File: config.mk
export PLATFORM = sky130hd
export DESIGN_NAME = imem_loader
export DESIGN_NICKNAME = d
export VERILOG_FILES = /design/src/rtl/imem_loader.sv
export SDC_FILE = /design/constraint.sdc
export NUM_CORES = 1
export LEC_CHECK = 0
export BUFFER_PORTS_ARGS = -buffer_cell sky130_fd_sc_hd__buf_2
export CORE_MARGIN = 8
export CORE_UTILIZATION = 48
export CTS_BUF_LIST = sky130_fd_sc_hd__clkbuf_4 sky130_fd_sc_hd__clkbuf_8
export DETAILED_ROUTE_END_ITERATION = 7
export PLACE_DENSITY = 0.69
export SYNTH_ARGS = -nofsm -noshare
export SYNTH_HDL_FRONTEND = slang
export SYNTH_SLANG_ARGS = --single-unit
File: constraint.sdc
create_clock -name clk -period 2.2 [get_ports clk]
set_input_delay 0.33 -clock clk [delete_from_list [all_inputs] [get_ports clk]]
set_output_delay 0.33 -clock clk [all_outputs]
set_load 0.02 [all_outputs]
File: src/rtl/imem_loader.sv
// Instruction-memory writer: packs a byte stream MSB-first into 32-bit words,
// writes them to consecutive IMem addresses from 0, and holds the CPU until a clean load ends.
module imem_loader #(
  parameter int size      = 32,
  parameter int MemSize   = 512,
  parameter int AddrWidth = 9
) (
  input  logic                 clk,
  input  logic                 reset_n,
  input  logic                 load_start,
  input  logic                 load_end,
  input  logic                 in_valid,
  input  logic [7:0]           in_data,
  output logic                 in_ready,
  output logic                 imem_wea,
  output logic [AddrWidth-1:0] imem_addra,
  output logic [size-1:0]      imem_dina,
  output logic                 cpu_hold,
  output logic                 load_done,
  output logic                 load_err,
  output logic [AddrWidth:0]   word_count
);

  typedef enum logic [2:0] {IDLE, LOAD, WRITE, DONE, ERR} state_t;

  localparam logic [AddrWidth-1:0] LastAddr = AddrWidth'(MemSize - 1);
  localparam logic [AddrWidth-1:0] AddrOne  = AddrWidth'(1);
  localparam logic [AddrWidth:0]   WcOne    = (AddrWidth + 1)'(1);

  state_t                 state_q, state_d;
  logic [1:0]             byte_cnt_q, byte_cnt_d;
  logic [size-1:0]        word_q, word_d;
  logic [AddrWidth-1:0]   addr_q, addr_d;
  logic [AddrWidth:0]     wc_q, wc_d;
  logic                   end_pend_q, end_pend_d;
  logic [AddrWidth-1:0]   addra_q, addra_d;
  logic [size-1:0]        dina_q, dina_d;
  logic                   hold_q, hold_d;
  logic                   done_q, done_d;
  logic                   err_q, err_d;
  logic                   accept;
  logic                   pend;
  logic [size-1:0]        shifted;

  always_ff @(posedge clk or negedge reset_n) begin
    if (!reset_n) begin
      state_q    <= IDLE;
      byte_cnt_q <= '0;
      word_q     <= '0;
      addr_q     <= '0;
      wc_q       <= '0;
      end_pend_q <= 1'b0;
      addra_q    <= '0;
      dina_q     <= '0;
      hold_q     <= 1'b1;
      done_q     <= 1'b0;
      err_q      <= 1'b0;
    end else begin
      state_q    <= state_d;
      byte_cnt_q <= byte_cnt_d;
      word_q     <= word_d;
      addr_q     <= addr_d;
      wc_q       <= wc_d;
      end_pend_q <= end_pend_d;
      addra_q    <= addra_d;
      dina_q     <= dina_d;
      hold_q     <= hold_d;
      done_q     <= done_d;
      err_q      <= err_d;
    end
  end

  always_comb begin
    state_d    = state_q;
    byte_cnt_d = byte_cnt_q;
    word_d     = word_q;
    addr_d     = addr_q;
    wc_d       = wc_q;
    end_pend_d = end_pend_q;
    addra_d    = addra_q;
    dina_d     = dina_q;
    in_ready   = (state_q == LOAD);
    imem_wea   = (state_q == WRITE);
    accept     = in_valid & in_ready;
    pend       = end_pend_q | load_end;
    shifted    = {word_q[size-9:0], in_data};

    unique case (state_q)
      LOAD: begin
        if (accept) begin
          word_d     = shifted;
          byte_cnt_d = byte_cnt_q + 2'd1;
          if (byte_cnt_q == 2'd3) begin
            state_d    = WRITE;
            addra_d    = addr_q;
            dina_d     = shifted;
            end_pend_d = load_end;
          end else if (load_end) begin
            state_d = ERR;
          end
        end else if (load_end) begin
          state_d = (byte_cnt_q == 2'd0) ? DONE : ERR;
        end
      end
      WRITE: begin
        addr_d     = addr_q + AddrOne;
        wc_d       = wc_q + WcOne;
        byte_cnt_d = '0;
        end_pend_d = 1'b0;
        // The last IMem slot is only a clean finish if the host also ended there.
        if (addr_q == LastAddr) state_d = pend ? DONE : ERR;
        else                    state_d = pend ? DONE : LOAD;
      end
      default: ;
    endcase

    if (load_start) begin
      state_d    = LOAD;
      byte_cnt_d = '0;
      word_d     = '0;
      addr_d     = '0;
      wc_d       = '0;
      end_pend_d = 1'b0;
    end

    hold_d = (state_d != DONE);
    done_d = (state_d == DONE);
    err_d  = (state_d == ERR);
  end

  assign imem_addra = addra_q;
  assign imem_dina  = dina_q;
  assign cpu_hold   = hold_q;
  assign load_done  = done_q;
  assign load_err   = err_q;
  assign word_count = wc_q;

endmodule

* After elaboration in Yosys (flattened, before gate mapping)
Index checks and enable logic that the tools add are counted.
** Operators by class
- Reduce and logical (&&, ||, !) cells :: 9
- Add/subtract/negate cells :: 3
- Bitwise operators :: 2
- Equality and inequality tests :: 9
- Multiplexer cells :: 24
** Operators with widths (count)
- $mux 24 :: 3
- $mux 3 :: 8
- $mux 10 :: 2
- $mux 9 :: 2
- $add 10x1->10 const B :: 1
- $add 9x1->9 const B :: 1
- $eq 9x9->1 const B :: 1
- $ne 3x2->1 const B :: 3
- $eq 3x2->1 const B :: 2
- $mux 2 :: 3
- $pmux 3 s2 :: 1
- $reduce_and 3->1 :: 2
- $reduce_bool 2->1 :: 3
- $pmux 2 s2 :: 1
- $reduce_and 2->1 :: 2
- $eq 3x1->1 const B :: 1
- $eq 3x3->1 const B :: 1
- $mux 1 :: 3
- $reduce_bool 3->1 :: 1
- $add 2x1->2 const B :: 1
- $eq 2x2->1 const B :: 1
- $logic_not 2->1 :: 1
- $pmux 1 s2 :: 1
- $and 1x1->1 :: 1
- $or 1x1->1 :: 1
** Word-level totals
- Input bits :: 13
- Word-level logic and storage cells :: 58
- Output and inout port bits :: 56
- Bits in registers :: 93

* Depth between registers and ports, before layout
- Depth in word-level cells :: 7
- Depth in mapped cells :: 8
- Depth with buffers taken out :: 8

* Least setup slack after synthesis
No wires, ideal clock.
- Path type :: register to register
- Start :: register addr_q[0]
- End :: register err_q (netlist: load_err)
- Period minus slack after synthesis :: 1.990 ns
- Path buffers :: 0
- Required time :: 2.132 ns
- Setup time :: 0.068 ns
- Stages on the path, launching flop included :: 9
- Setup slack :: 0.210 ns
- Arrival :: 1.922 ns
- Cells stage by stage :: dfrtp_1 -> ha_1 -> nand2_1 -> nor3_1 -> ha_1 -> nor3b_1 -> nor2_1 -> a2111oi_1 -> and3_1
** Between the ends
- Longest elaborated chain between the ends :: 5
** RTL lines
- start, declared :: RTL line 33 : logic [AddrWidth-1:0] addr_q, addr_d;
- start signal, assigned :: RTL line 62 : addr_q <= addr_d;
- $eq 9x9->1 :: RTL line 111 : if (addr_q == LastAddr) state_d = pend ? DONE : ERR;
- $mux 3 :: RTL line 111
- $pmux 3 s2 :: RTL line 88 : unique case (state_q)
- $mux 3 :: RTL line 117 : if (load_start) begin
- $eq 3x3->1 :: RTL line 128 : err_d = (state_d == ERR);
- named net err_d :: RTL line 40 : logic err_q, err_d;
- end signal, assigned :: RTL line 69 : err_q <= err_d;
- end, declared :: RTL line 40
The timed path passes the listed nets, and every way through them passes these cells.
A chain may end at the register's enable or synchronous reset.

* Worst setup path in the final report
- Start :: register state_q[0]
- End :: output imem_wea
** Between the ends
- Longest elaborated chain between the ends :: 1
** RTL lines
- start, declared :: RTL line 30 : state_t state_q, state_d;
- start signal, assigned :: RTL line 59 : state_q <= state_d;
- $eq 3x2->1 :: RTL line 83 : imem_wea = (state_q == WRITE);
- end, declared :: RTL line 15 : output logic imem_wea,
No other way between the ends.

==> impl_metrics.ini <==
[run_status]
run_status = finished, violations left
violations = negative hold slack

[grt]
grt_util_all_layers_pct = 15.40
grt_overflow_total = 0
grt_antenna_before_repair = 0
grt_max_degree = 94
grt.met2_usage_pct = 24.89
use_met1_pct = 19.07
grt-busiest-layer = met2
met3_usage_pct = 4.598
grt_pass1_wl_um = 14110
grt_pass1_vias = 2914

[sta]
post-route-period-util_pct = 93.71
layout_min_cycle_time_ns = 2.062
setup_tns_ns = 0
setup_viol = 0
slew_violations = 0
finalHoldViolCount = 4
relSlewSlack_pct = 67.67
finClkSkew_ns = 0.008885
hold_ws_ns = -0.01124
max_freq_ghz = 0.4851
rsz0062_at_grt = false
worstMarginPinSlew_ns = 0.4849

[detailed_routing]
drc = 0
ant_nets = 0
drt_iter0_drc = 123
avgViaCountPerCell = 5.176
vias = 2712
dr.pass1.iters = 4
routed_wl_um = 8144
wl_per_cell_um = 15.54

[clocking]
clock_path_buffers = 2
clk_pin_slew_ns = 0.10
worstSkewPairLatency_ns = 0.36
postCtsHoldBufs = 0
cts_tree = yes
htree_levels = 3
cts_buffers = 9
cts_root_buf = clkbuf_8
cts_sinks = 93

[setup_path]
rrSetupSlack_ns = 0.17
cp.required_ns = 1.87
critPathLaunchType = flop
crit_path_max_incr_delay_ns = 0.51
criticalPathCategory = flop to output port
cp_slowest_cell = or3b_1
cp_data_arrival_time_ns = 1.73
critPathCaptureType = output port
cp_max_fo = 9
worstPathCellList = or3b_1 -> inv_2 -> buf_2

[synthesis]
async_reset_ff_share_pct = 100.0
synth_flop_cell = dfrtp_1
avgSynthCellArea_um2 = 11.47
synth_area_leaders = dfrtp_1, mux2_2, nand2_1
yosys_register_bits = 93
yosysUniqueCellTypes = 40
synth_edf_count = 0
synth_largest_area_cell = dfrtp_1
synth_seq_area_share_pct = 59.88
syn-num-nets = 357
yosysWarnings = 0
syn_area_um2 = 3889
netlist_instances = 339
netlist.area_leader.share_pct = 59.20

[power_and_ir_drop]
intPower_mw = 2.746
clkPwrFrac_pct = 27.9
finalPower_mw = 4.087
p_leak_nw = 2.337
power.density_nw_per_um2 = 886.8
p_seq_share_pct = 48.6
combPwrFrac_pct = 23.5
ir_drop_v = 0.0004320
netSwitchingPower_mw = 1.340
swShare_pct = 32.80

[cells_and_area]
layout_common_cells = dfrtp_1, buf_2, nand2_1, mux2_2, a21oi_1
antennaDiodeCount = 0
post-route-util_pct = 57.23
final_common_cell = dfrtp_1
instances_no_fill = 524
area_growth_pct = 18.50
drive_gt1_share_pct = 34.61
layout.nets = 432

[placed_design]
placed_cells = 508
dp_hpwl_um = 5526
place.gp.congestion = 0.8481
numPortBuffers = 68

[min_path]
hold_path_class = primary input to async pin

[floorplanning]
initial_utilization_pct = 48.30
die_h_um = 106.0
dieWidth_um = 106.0
dieArea_um2 = 11240
rows = 33
core_um2 = 8051
io_pins = 69

[flow_run]
max_cap_violations = 0
## worst max-delay path, delay by kind of cell (launching register included)
kind                   cells  cell delay, ns
buffers and inverters      2            0.42
flip-flops                 1            0.44
AND/OR/NAND/NOR            1            0.51
## worst paths after layout
kind	start	endpoint	cells after the start
max in group asynchronous	reset_n	word_q[0]	2
max	state_q[0]	imem_wea	3
min	reset_n	word_count[9]	2
max reg2reg	addr_q[1]	load_err	9
min reg2reg	imem_addra[2]	imem_addra[2]	1
min in group clk	in_data[5]	word_q[5]	3
## synth_stat cells, drive strengths merged (3+ instances only)
library cell,count
a21oi,34
and3,3
buf,9
clkbuf,7
dfrtp,92
ha,5
inv,8
mux2,41
nand2,63
nand3,7
nand4,3
nor2,20
nor3,5
o21ai,5
or4,4
xnor2,7
xor2,7
## layer usage
layer | share of wire, % | vias up | routed length [um]
li1 | - | 1307 | -
met1 | 44 | 1336 | 3597
met2 | 49 | 57 | 4002
met3 | 5.0 | 12 | 409
met4 | 1.6 | 0 | 134
met5 | 0 | - | 0
## registers in the layout, indices dropped and copies added, names as in the netlist
register	flops
addr_q	9
byte_cnt_q	2
cpu_hold	1
end_pend_q	1
imem_addra	9
imem_dina	32
load_done	1
load_err	1
state_q	3
word_count	10
word_q	24
## power groups by stage
stage | registers [mW] | logic (mW) | clock network (mW)
floorplan | 2.10 | 0.535 | 0
global placement | 2.01 | 0.929 | 0
detailed placement | 2.02 | 0.960 | 0
CTS | 1.99 | 0.973 | 1.17
global route | 2.01 | 1.06 | 1.24
finish | 1.99 | 0.960 | 1.14
## metrics by stage
| step | setup slack (ns) | cell area, um^2 |
|---|---|---|
| after floorplan | 0.2102 | 3889 |
| after global placement | 0.1415 | 4404 |
| after detailed placement | 0.08639 | 4404 |
| after CTS | 0.04525 | 4603 |
| after global routing | 0.02389 | 4608 |
| final | 0.1384 | 4608 |
## repair_timing
action                     4_1_cts  5_1_grt
setup buffers                    0        0
setup endpoints to repair        1        4
resized for setup                1        1
pin swaps                        0        0
hold endpoints to repair         0        0
## cells by family (layout without fill, tap and decap cells)
logic type | Yosys count | in the layout | synth area share, %
compound gates | 46 | 46 | 6.660
xor+xnor | 14 | 14 | 3.153
fa+ha+maj | 5 | 5 | 1.609
buf+inv | 25 | 105 | 2.928
flops | 93 | 93 | 59.88
mux | 41 | 41 | 11.87
simple gates | 115 | 115 | 13.90
## cell type report
class | count | area, um^2
Fill cell | 724 | 3443
Clock buffer | 9 | 123.9
Timing Repair Buffer | 80 | 457.9
Tap cell | 105 | 131.4
Multi-Input combinational cell | 221 | 1456
Inverter | 9 | 35.03
Sequential cell | 93 | 2328
Clock inverter | 7 | 75.07
Note: power is estimated with default switching activity, not from simulation.
